===== src/rtl/uart_io_ctrl.sv =====
`timescale 1ns/1ps
`default_nettype none
// ============================================================================
//  Module      : uart_io_ctrl
//  Description : Responder side of the exec-stage UART handshake.
//                TX: one-entry hold register feeding an 8N1 shifter on txd.
//                RX: 2-FF synchroniser, 8N1 deserialiser, RX FIFO; bytes are
//                returned to exec on read requests (or bypass the FIFO when a
//                read is already waiting).
//  Ports       : clk, rstn (sync, active low)
//                uart_wenable/uart_wd -> uart_wdone   (write handshake)
//                uart_renable         -> uart_rd/uart_rdone (read handshake)
//                rxd / txd            serial pins, idle high, LSB first
//                rx_overflow          sticky, byte dropped on full FIFO
//                rx_frame_err         sticky, stop bit sampled low
//  Revision    : 1.0  initial release
// ============================================================================
module uart_io_ctrl #(
    parameter int CLK_PER_BIT = 868,
    parameter int RX_DEPTH    = 16
) (
    input  logic        clk,
    input  logic        rstn,
    input  logic        uart_wenable,
    input  logic [31:0] uart_wd,
    output logic        uart_wdone,
    input  logic        uart_renable,
    output logic [31:0] uart_rd,
    output logic        uart_rdone,
    input  logic        rxd,
    output logic        txd,
    output logic        rx_overflow,
    output logic        rx_frame_err
);

    // ------------------------------------------------------------------------
    // Constants
    // ------------------------------------------------------------------------
    localparam int c_CNT_W = $clog2(CLK_PER_BIT);
    localparam int c_AW    = $clog2(RX_DEPTH);

    localparam logic [c_CNT_W-1:0] c_CNT_LAST = c_CNT_W'(CLK_PER_BIT - 1);
    localparam logic [c_CNT_W-1:0] c_CNT_HALF = c_CNT_W'(CLK_PER_BIT / 2 - 1);
    localparam logic [c_CNT_W-1:0] c_CNT_ZERO = '0;
    localparam logic [c_CNT_W-1:0] c_CNT_ONE  = {{(c_CNT_W-1){1'b0}}, 1'b1};
    localparam logic [c_AW:0]      c_PTR_ONE  = {{c_AW{1'b0}}, 1'b1};

    localparam logic [1:0] c_ST_IDLE  = 2'd0;
    localparam logic [1:0] c_ST_START = 2'd1;
    localparam logic [1:0] c_ST_DATA  = 2'd2;
    localparam logic [1:0] c_ST_STOP  = 2'd3;

    // Upper write-data bits carry nothing for a byte-wide UART.
    logic w_unused_wd;
    assign w_unused_wd = ^uart_wd[31:8];

    // ------------------------------------------------------------------------
    // TX path
    // ------------------------------------------------------------------------
    logic [1:0]         r_tx_state;
    logic [c_CNT_W-1:0] r_tx_cnt;
    logic [2:0]         r_tx_bit;
    logic [7:0]         r_tx_shift;
    logic               r_txd;
    logic               r_hold_valid;
    logic [7:0]         r_hold_byte;
    logic               r_wdone;

    logic               w_tx_bit_end;
    logic               w_tx_free;
    logic               w_wr_accept;
    logic               w_tx_load;
    logic [7:0]         w_tx_load_byte;

    assign w_tx_bit_end = (r_tx_cnt == c_CNT_LAST);

    // The shifter can take a new byte when idle, or on the last cycle of STOP
    // so that the next start bit follows without an idle gap.
    assign w_tx_free = (r_tx_state == c_ST_IDLE) ||
                       ((r_tx_state == c_ST_STOP) && w_tx_bit_end);

    // A full hold register means a write is still unacknowledged; any further
    // request is a protocol violation and is dropped.
    assign w_wr_accept    = uart_wenable && !r_hold_valid;
    assign w_tx_load      = w_tx_free && (r_hold_valid || w_wr_accept);
    assign w_tx_load_byte = r_hold_valid ? r_hold_byte : uart_wd[7:0];

    always_ff @(posedge clk) begin
        if (!rstn) begin
            r_tx_state   <= c_ST_IDLE;
            r_tx_cnt     <= c_CNT_ZERO;
            r_tx_bit     <= 3'd0;
            r_tx_shift   <= 8'h00;
            r_txd        <= 1'b1;
            r_hold_valid <= 1'b0;
            r_hold_byte  <= 8'h00;
            r_wdone      <= 1'b0;
        end else begin
            r_wdone <= w_tx_load;

            if (w_tx_load) begin
                r_tx_state <= c_ST_START;
                r_tx_cnt   <= c_CNT_ZERO;
                r_tx_shift <= w_tx_load_byte;
                r_txd      <= 1'b0;
            end else begin
                case (r_tx_state)
                    c_ST_START: begin
                        if (w_tx_bit_end) begin
                            r_tx_state <= c_ST_DATA;
                            r_tx_cnt   <= c_CNT_ZERO;
                            r_tx_bit   <= 3'd0;
                            r_txd      <= r_tx_shift[0];
                        end else begin
                            r_tx_cnt <= r_tx_cnt + c_CNT_ONE;
                        end
                    end
                    c_ST_DATA: begin
                        if (w_tx_bit_end) begin
                            r_tx_cnt <= c_CNT_ZERO;
                            if (r_tx_bit == 3'd7) begin
                                r_tx_state <= c_ST_STOP;
                                r_txd      <= 1'b1;
                            end else begin
                                r_tx_bit   <= r_tx_bit + 3'd1;
                                r_tx_shift <= {1'b0, r_tx_shift[7:1]};
                                r_txd      <= r_tx_shift[1];
                            end
                        end else begin
                            r_tx_cnt <= r_tx_cnt + c_CNT_ONE;
                        end
                    end
                    c_ST_STOP: begin
                        if (w_tx_bit_end) begin
                            r_tx_state <= c_ST_IDLE;
                            r_tx_cnt   <= c_CNT_ZERO;
                        end else begin
                            r_tx_cnt <= r_tx_cnt + c_CNT_ONE;
                        end
                    end
                    default: begin
                        r_tx_cnt <= c_CNT_ZERO;
                    end
                endcase
            end

            // Hold register: drained by a load, filled by a write that
            // arrives while the shifter is busy.
            if (w_tx_load && r_hold_valid) begin
                r_hold_valid <= 1'b0;
            end else if (w_wr_accept && !w_tx_free) begin
                r_hold_valid <= 1'b1;
                r_hold_byte  <= uart_wd[7:0];
            end
        end
    end

    // ------------------------------------------------------------------------
    // RX synchroniser and deserialiser
    // ------------------------------------------------------------------------
    logic               r_rx_meta;
    logic               r_rx_sync;
    logic               r_rx_prev;
    logic [1:0]         r_rx_state;
    logic [c_CNT_W-1:0] r_rx_cnt;
    logic [2:0]         r_rx_bit;
    logic [7:0]         r_rx_shift;

    logic               w_rx_stop_sample;
    logic               w_rx_good;
    logic               w_rx_bad;

    assign w_rx_stop_sample = (r_rx_state == c_ST_STOP) && (r_rx_cnt == c_CNT_LAST);
    assign w_rx_good        = w_rx_stop_sample &&  r_rx_sync;
    assign w_rx_bad         = w_rx_stop_sample && !r_rx_sync;

    always_ff @(posedge clk) begin
        if (!rstn) begin
            r_rx_meta  <= 1'b1;
            r_rx_sync  <= 1'b1;
            r_rx_prev  <= 1'b1;
            r_rx_state <= c_ST_IDLE;
            r_rx_cnt   <= c_CNT_ZERO;
            r_rx_bit   <= 3'd0;
            r_rx_shift <= 8'h00;
        end else begin
            r_rx_meta <= rxd;
            r_rx_sync <= r_rx_meta;
            r_rx_prev <= r_rx_sync;

            case (r_rx_state)
                c_ST_IDLE: begin
                    r_rx_cnt <= c_CNT_ZERO;
                    if (r_rx_prev && !r_rx_sync) begin
                        r_rx_state <= c_ST_START;
                    end
                end
                c_ST_START: begin
                    // Mid start bit: a line already back high was a glitch.
                    if (r_rx_cnt == c_CNT_HALF) begin
                        r_rx_cnt <= c_CNT_ZERO;
                        r_rx_bit <= 3'd0;
                        r_rx_state <= r_rx_sync ? c_ST_IDLE : c_ST_DATA;
                    end else begin
                        r_rx_cnt <= r_rx_cnt + c_CNT_ONE;
                    end
                end
                c_ST_DATA: begin
                    if (r_rx_cnt == c_CNT_LAST) begin
                        r_rx_cnt   <= c_CNT_ZERO;
                        r_rx_shift <= {r_rx_sync, r_rx_shift[7:1]};
                        if (r_rx_bit == 3'd7) begin
                            r_rx_state <= c_ST_STOP;
                        end else begin
                            r_rx_bit <= r_rx_bit + 3'd1;
                        end
                    end else begin
                        r_rx_cnt <= r_rx_cnt + c_CNT_ONE;
                    end
                end
                default: begin
                    // STOP: leave at mid-bit so a following start edge is seen.
                    if (r_rx_cnt == c_CNT_LAST) begin
                        r_rx_cnt   <= c_CNT_ZERO;
                        r_rx_state <= c_ST_IDLE;
                    end else begin
                        r_rx_cnt <= r_rx_cnt + c_CNT_ONE;
                    end
                end
            endcase
        end
    end

    // ------------------------------------------------------------------------
    // RX FIFO and read handshake
    // ------------------------------------------------------------------------
    logic [7:0]  r_fifo_mem [RX_DEPTH];
    logic [c_AW:0] r_wr_ptr;
    logic [c_AW:0] r_rd_ptr;
    logic        r_rd_pending;
    logic        r_rd_defer;
    logic [7:0]  r_defer_byte;
    logic [7:0]  r_rd_byte;
    logic        r_rdone;
    logic        r_overflow;
    logic        r_frame_err;

    logic        w_fifo_empty;
    logic        w_fifo_full;
    logic        w_rd_req;
    logic        w_pop;
    logic        w_bypass;
    logic        w_push;
    logic        w_drop;
    logic        w_rd_fire;
    logic [7:0]  w_rd_fire_byte;

    assign w_fifo_empty = (r_wr_ptr == r_rd_ptr);
    assign w_fifo_full  = (r_wr_ptr[c_AW] != r_rd_ptr[c_AW]) &&
                          (r_wr_ptr[c_AW-1:0] == r_rd_ptr[c_AW-1:0]);

    // New requests are ignored while one is pending or a deferred response
    // is still waiting for its slot.
    assign w_rd_req = r_rd_pending || (uart_renable && !r_rd_defer);
    assign w_pop    = w_rd_req && !w_fifo_empty;
    assign w_bypass = w_rd_req &&  w_fifo_empty && w_rx_good;
    assign w_push   = w_rx_good && !w_bypass && (!w_fifo_full || w_pop);
    assign w_drop   = w_rx_good && !w_bypass &&  w_fifo_full && !w_pop;

    assign w_rd_fire      = w_pop || w_bypass;
    assign w_rd_fire_byte = w_pop ? r_fifo_mem[r_rd_ptr[c_AW-1:0]] : r_rx_shift;

    always_ff @(posedge clk) begin
        if (w_push) begin
            r_fifo_mem[r_wr_ptr[c_AW-1:0]] <= r_rx_shift;
        end
    end

    always_ff @(posedge clk) begin
        if (!rstn) begin
            r_wr_ptr     <= '0;
            r_rd_ptr     <= '0;
            r_rd_pending <= 1'b0;
            r_rd_defer   <= 1'b0;
            r_defer_byte <= 8'h00;
            r_rd_byte    <= 8'h00;
            r_rdone      <= 1'b0;
            r_overflow   <= 1'b0;
            r_frame_err  <= 1'b0;
        end else begin
            if (w_push) begin
                r_wr_ptr <= r_wr_ptr + c_PTR_ONE;
            end
            if (w_pop) begin
                r_rd_ptr <= r_rd_ptr + c_PTR_ONE;
            end

            r_rd_pending <= w_rd_req && !w_rd_fire;

            // wdone wins a collision; the read response slips one cycle and
            // uart_rd only changes when its rdone is finally issued.
            if (w_rd_fire && w_tx_load) begin
                r_rd_defer   <= 1'b1;
                r_defer_byte <= w_rd_fire_byte;
                r_rdone      <= 1'b0;
            end else if (w_rd_fire) begin
                r_rd_defer <= 1'b0;
                r_rd_byte  <= w_rd_fire_byte;
                r_rdone    <= 1'b1;
            end else if (r_rd_defer) begin
                r_rd_defer <= 1'b0;
                r_rd_byte  <= r_defer_byte;
                r_rdone    <= 1'b1;
            end else begin
                r_rdone <= 1'b0;
            end

            if (w_drop) begin
                r_overflow <= 1'b1;
            end
            if (w_rx_bad) begin
                r_frame_err <= 1'b1;
            end
        end
    end

    // ------------------------------------------------------------------------
    // Outputs
    // ------------------------------------------------------------------------
    assign txd          = r_txd;
    assign uart_wdone   = r_wdone;
    assign uart_rdone   = r_rdone;
    assign uart_rd      = {24'h000000, r_rd_byte};
    assign rx_overflow  = r_overflow;
    assign rx_frame_err = r_frame_err;

endmodule
`default_nettype wire


===== config.mk =====
export PLATFORM = sky130hd
export DESIGN_NAME = uart_io_ctrl
export DESIGN_NICKNAME = d
export VERILOG_FILES = /design/src/rtl/uart_io_ctrl.sv
export SDC_FILE = /design/constraint.sdc
export NUM_CORES = 1
export LEC_CHECK = 0
export CAP_MARGIN = 0
export CELL_PAD_IN_SITES_DETAIL_PLACEMENT = 1
export CELL_PAD_IN_SITES_GLOBAL_PLACEMENT = 2
export CORE_ASPECT_RATIO = 1.25
export CORE_MARGIN = 10
export CORE_UTILIZATION = 36
export DETAILED_ROUTE_END_ITERATION = 8
export PLACE_DENSITY_LB_ADDON = 0.25
export RECOVER_POWER = 25
export SETUP_SLACK_MARGIN = 0.05
export SYNTH_ARGS = -nofsm -noshare
export SYNTH_HDL_FRONTEND = slang
export SYNTH_SLANG_ARGS = --single-unit

===== constraint.sdc =====
create_clock -name clk -period 4.5 [get_ports clk]
set_clock_uncertainty 0.05 [all_clocks]
set_input_delay 0.675 -clock clk [delete_from_list [all_inputs] [get_ports clk]]
set_output_delay 0.675 -clock clk [all_outputs]
set_load 0.05 [all_outputs]

# Word-level counts from Yosys, hierarchy flattened
# Memories as Yosys holds them, arrays and structs flattened. A register that Yosys moved wholly into a read port is not among the register bits.
# Cells that the tools add are included.
# Widths: inputs -> output; s select.
# word_totals
ff_bits	91
out_inout_bits	37
latch_bits	0
elab_cells	170
input_bits	37
memories	1
rom_bits	0
ram_bits	128
# classes
n_addsub	6
n_eq_ne	29
shift	0
reduce_logical	60
multipliers	0
n_lt_le_gt_ge	0
n_bitwise	5
div	0
mux	44
# memory_table
name	words	width	rd	rd_ports_with_merged_regs	wr	line	rtl
r_fifo_mem	16	8	1	1	1	237	logic [7:0] r_fifo_mem [RX_DEPTH];
# ops
operator	count
$mux 8	8
$ne 2x2->1 const B	11
$add 10x1->10 const B	2
$eq 10x10->1 const B	2
$logic_and 1x1->1	20
$mux 10	2
$mux 2	10
$pmux 10 s2	1
$reduce_and 5->1	4
$mux 3	6
$ne 3x3->1 const B	4
$pmux 2 s3	2
$pmux 3 s2	2
$add 5x1->5 const B	2
$eq 10x9->1 const B	1
$mux 1	10
$reduce_bool 2->1	5
$logic_not 1->1	9
$reduce_bool 3->1	3
$eq 2x2->1 const B	4
$mux 4	2
$add 3x1->3 const B	2
$eq 3x3->1 const B	2
$reduce_and 2->1	3
other kinds (14)	27

# Logic depth before layout (Yosys ltp)
# logic_depth
ltp_word	10
ltp_mapped	9
ltp_nobuf	8

# Least setup slack after synthesis
# OpenSTA, ideal clock, no wires.
# synth_path
kind	reg2reg
start	reg r_rx_cnt[3]
end	mem r_fifo_mem[0][0], enable pin
n_path_buf	0
setup_slack_ns	1.471
setup_ns	0.383
synth_period_minus_slack_ns	3.029
required_time_ns	4.067
t_arrival_ns	2.595
path_stages_with_launch	7
cell_sequence	dfxtp_1 > or3b_4 > nor3_1 > inv_1 > a211oi_1 > nand2_1 > nor3_1
# synth_between
elab_chain_cells	9
# synth_lines
item	line	rtl
start: declaration	165	logic [c_CNT_W-1:0] r_rx_cnt;
start signal: assignment	183	r_rx_cnt <= c_CNT_ZERO;
start signal: assignment	193	r_rx_cnt <= c_CNT_ZERO;
start signal: assignment	201	r_rx_cnt <= c_CNT_ZERO;
$eq 10x10->1 (*)	173	assign w_rx_stop_sample = (r_rx_state == c_ST_STOP) && (r_rx_cnt == c_CNT_LAST);
$logic_and 1x1->1 (*)	173	
$logic_and 1x1->1 (*)	174	assign w_rx_good = w_rx_stop_sample && r_rx_sync;
$logic_and 1x1->1	266	assign w_bypass = w_rd_req && w_fifo_empty && w_rx_good;
$logic_not 1->1	267	assign w_push = w_rx_good && !w_bypass && (!w_fifo_full || w_pop);
$logic_and 1x1->1 (*) (2 in a row)	267	
$mux 1 (*)	274	if (w_push) begin
$mux 1 (implied by the code) (*)	275	r_fifo_mem[r_wr_ptr[c_AW-1:0]] <= r_rx_shift;
end: declaration	237	
# Every way passes the cells marked *; elsewhere a longest branch is shown, timed or not.

# Final worst setup path
# layout_path
start	reg r_rx_cnt[0]
end	mem r_fifo_mem[4][1], enable pin
# The elaborated chain is that of the path after synthesis.

==> qor.tcl <==
set qor(synthArstFlopShare_pct) 0
set qor(timing.final.crit_share_pct) 69.98
set qor(unrepaired_setup_endpoints_after_global_routing) {false}
set qor(worstSkewPairLatency_ns) 0.51
set qor(initial_utilization_pct) 36.43
set qor(tightest_slew_ns) 1.096
set qor(yosysTopAreaCellShare_pct) 40.57
set qor(cts_tree) {built}
set qor(antenna_found_initial) 0
set qor(hold_buffers_post_cts) 0
set qor(detailed_place_hpwl_um) 15120
set qor(grt_pass1_wl_um) 35510
set qor(worst-path-max-fanout) 8
set qor(max_freq_ghz) 0.3176
set qor(route.detailed.wl_per_inst_um) 19.54
set qor(ys_top_cells_by_area) {sky130_fd_sc_hd__edfxtp_1 41%, sky130_fd_sc_hd__dfxtp_1 20%, sky130_fd_sc_hd__mux4_2 5.7%}
set qor(synth_sequential_area_ratio_pct) 60.64
set qor(worstPathArrival_ns) 3.23
set qor(critPathRequiredTime_ns) 4.58
set qor(postLayoutCellArea_um2) 10950
set qor(wirelength_um) 22120
set qor(post_synth_edffs) 128
set qor(setup_total_negative_slack_ns) 0
set qor(final-setup-viol-count) 0
set qor(p_leak_nw) 3.690
set qor(clock_sinks) 223
set qor(final_layout_size_suffix_gt1_share_pct) 12.75
set qor(timing_hold_violations_final) 0
set qor(clockRootBuffer) {sky130_fd_sc_hd__clkbuf_16}
set qor(maxSlewViolCount) 0
set qor(synth_cell_type_count) 57
set qor(port_buffers) 25
set qor(crit_path_end_kind) {register}
set qor(flow.area_growth_from_synthesis_pct) 15.54
set qor(detail_route.vias_per_cell) 5.087
set qor(floorplan.io_pins) 74
set qor(grt_start_max_net_pins) 57
set qor(drv.max_cap_violation_count) 0
set qor(total_die_area_um2) 33250
set qor(timing.setup.critical_path_class) {reg -> reg}
set qor(post_cts_buffers) 0
set qor(cts_inserted_buffers) 24
set qor(post_synth_instance_area_um2) 9475
set qor(final.min_clock_period_ns) 3.149
set qor(clk_path_buf_depth) 3
set qor(drt-initial-drc-count) 216
set qor(run_status) {complete, no violations}
set qor(route.antenna.remaining_nets) 0
set qor(synth_area_per_cell_um2) 12.84
set qor(postSynthCellCount) 738
set qor(fillCellCount) 2693
set qor(synthDominantAreaCellType) {sky130_fd_sc_hd__edfxtp_1}
set qor(timing.slew.headroom_pct) 26.83
set qor(grt_overflow) 0
set qor(power_per_cell_area_nw_per_um2) 429.4
set qor(ys.warnings.count) 0
set qor(finalWeightedCongestion) 0.7440
set qor(final_common_cell) {sky130_fd_sc_hd__edfxtp_1}
set qor(design.final.nets) 829
set qor(number_of_h_tree_levels) 1
set qor(clk_pin_slew_ns) 0.06
set qor(ir_worst_vdd_mv) 0.2611
set qor(detail_route.first_pass.iterations) 4
set qor(number_of_design_rule_violations_left_after_detail_routing) 0
set qor(dpl-instance-area_um2) 10060
set qor(num_antenna_cells) 0
set qor(die_h_um) 201.4
set qor(hold_class) {reg -> reg}
set qor(first_global_vias) 6295
set qor(die-width_um) 165.1
set qor(highest_count_cells_in_the_layout_ignoring_fill_and_taps) {128 x sky130_fd_sc_hd__edfxtp_1, 95 x sky130_fd_sc_hd__dfxtp_1, 55 x sky130_fd_sc_hd__nor2_1}
set qor(crit_path_start_kind) {register}
set qor(std_cell_rows) 66
set qor(synthFlopType) {sky130_fd_sc_hd__edfxtp_1}
set qor(grtUsageTotal_pct) 13.34
set qor(ys_ff_latch) 223
set qor(routed_via_count) 5759
set qor(ctsResizeCount) 0
set qor(fp.coreArea_um2) 26010
## final cells by class
| cell class | count | area [um^2] | share of cell area, % |
|---|---|---|---|
| flip-flops and latches | 223 | 5746 | 52.48 |
| multi-input cells | 467 | 3452 | 31.53 |
| clock buffers | 27 | 633.1 | 5.783 |
| well taps | 340 | 425.4 | 3.886 |
| repair buffers | 44 | 365.4 | 3.337 |
| clock inverters | 17 | 274.0 | 2.503 |
| inverters | 14 | 52.55 | 0.4800 |
## kinds of logic (layout without fill, tap and decap cells)
logic type | after synthesis | after routing | synth area share [%]
other | 1 | 24 | 0.03958
AO/OA/AOI/OAI | 105 | 105 | 7.447
adder cells (fa/ha/maj) | 18 | 18 | 2.377
AND/OR/NAND/NOR | 224 | 224 | 12.40
buffers and inverters | 71 | 102 | 3.909
flip-flops | 223 | 223 | 60.64
multiplexers | 69 | 69 | 10.70
XOR/XNOR | 27 | 27 | 2.496
## critical path, stage by stage, from the launching register on
cell	delay [ns]
sky130_fd_sc_hd__dfxtp_1	0.39
sky130_fd_sc_hd__ha_1	0.26
sky130_fd_sc_hd__nand3b_1	0.16
sky130_fd_sc_hd__nor3_1	0.47
sky130_fd_sc_hd__inv_1	0.16
sky130_fd_sc_hd__a211oi_1	0.25
sky130_fd_sc_hd__buf_4	0.21
sky130_fd_sc_hd__nand2_1	0.14
sky130_fd_sc_hd__nor2_1	0.67
## cells in the mapped netlist (6+ instances only)
master / instances
sky130_fd_sc_hd__a22oi_1: 8
sky130_fd_sc_hd__a21oi_1: 13
sky130_fd_sc_hd__mux2i_1: 30
sky130_fd_sc_hd__o211a_1: 6
sky130_fd_sc_hd__nand3_1: 16
sky130_fd_sc_hd__mux4_2: 24
sky130_fd_sc_hd__or3_1: 17
sky130_fd_sc_hd__dfxtp_1: 95
sky130_fd_sc_hd__nand2_1: 46
sky130_fd_sc_hd__and2_1: 8
sky130_fd_sc_hd__a31oi_1: 8
sky130_fd_sc_hd__nor3_1: 7
sky130_fd_sc_hd__buf_4: 24
sky130_fd_sc_hd__a21boi_0: 17
sky130_fd_sc_hd__ha_1: 18
sky130_fd_sc_hd__xnor2_1: 13
sky130_fd_sc_hd__o22ai_1: 8
sky130_fd_sc_hd__nor2_1: 55
sky130_fd_sc_hd__clkbuf_1: 24
sky130_fd_sc_hd__nand2b_1: 8
sky130_fd_sc_hd__mux2_2: 14
sky130_fd_sc_hd__xor2_1: 14
sky130_fd_sc_hd__o21ai_0: 19
sky130_fd_sc_hd__edfxtp_1: 128
sky130_fd_sc_hd__nand3b_1: 7
sky130_fd_sc_hd__inv_1: 14
sky130_fd_sc_hd__nor2b_1: 29
sky130_fd_sc_hd__o211ai_1: 7
## per-layer routing
metal  GRT usage [%]  wire, um  vias to the layer above
met4           3.549       411                        0
li1                -         -                     2729
met3           1.879       671                       31
met2           24.31     11680                       70
met5               0         0                        -
met1           15.81      9356                     2929
## power by group
part           switching (mW)  internal, mW
clock network           0.817          1.42
logic                   0.178        0.0952
registers              0.0282          2.17
## state kept, by name, summed over array words and instances, names as in the netlist, 2 cells and up, named ones only
signal / count
r_fifo_mem: 128
r_rx_cnt: 10
r_tx_cnt: 10
r_defer_byte: 8
r_hold_byte: 8
r_rd_byte: 8
r_rx_shift: 8
r_tx_shift: 8
r_rd_ptr: 5
r_wr_ptr: 5
r_rx_bit: 3
r_tx_bit: 3
r_rx_state: 2
r_tx_state: 2
## worst paths after layout
kind,start,endpoint,slack [ns],cells after the start
hold / removal,r_rx_meta$_SDFF_PN1_,r_rx_sync$_SDFF_PN1_,0.38,1
setup reg to reg,r_rx_cnt[0]$_SDFF_PN0_,r_fifo_mem[4][1]$_DFFE_PP_,1.35,8
setup / recovery,r_rx_cnt[0]$_SDFF_PN0_,r_fifo_mem[4][1]$_DFFE_PP_,1.35,8
hold reg to reg,r_rx_meta$_SDFF_PN1_,r_rx_sync$_SDFF_PN1_,0.38,1
## through the flow
| stage | setup WS, ns | util, % | hold WS (ns) | power, mW | cells |
|---|---|---|---|---|---|
| 2_1_floorplan | 1.471 | - | 0.3363 | 2.454 | 761 |
| 6_report | 1.351 | 42.09 | 0.3778 | 4.701 | 1132 |
| 3_5_place_dp | 1.040 | 38.69 | 0.3656 | 2.514 | 1088 |
| 5_1_grt | 1.060 | 42.09 | 0.4169 | 4.875 | 1132 |
| 3_3_place_gp | 1.120 | 38.69 | 0.3589 | 2.503 | 1088 |
| 4_1_cts | 1.279 | 42.17 | 0.3794 | 4.762 | 1132 |
No activity file was read; power rests on OpenSTA's default activity.
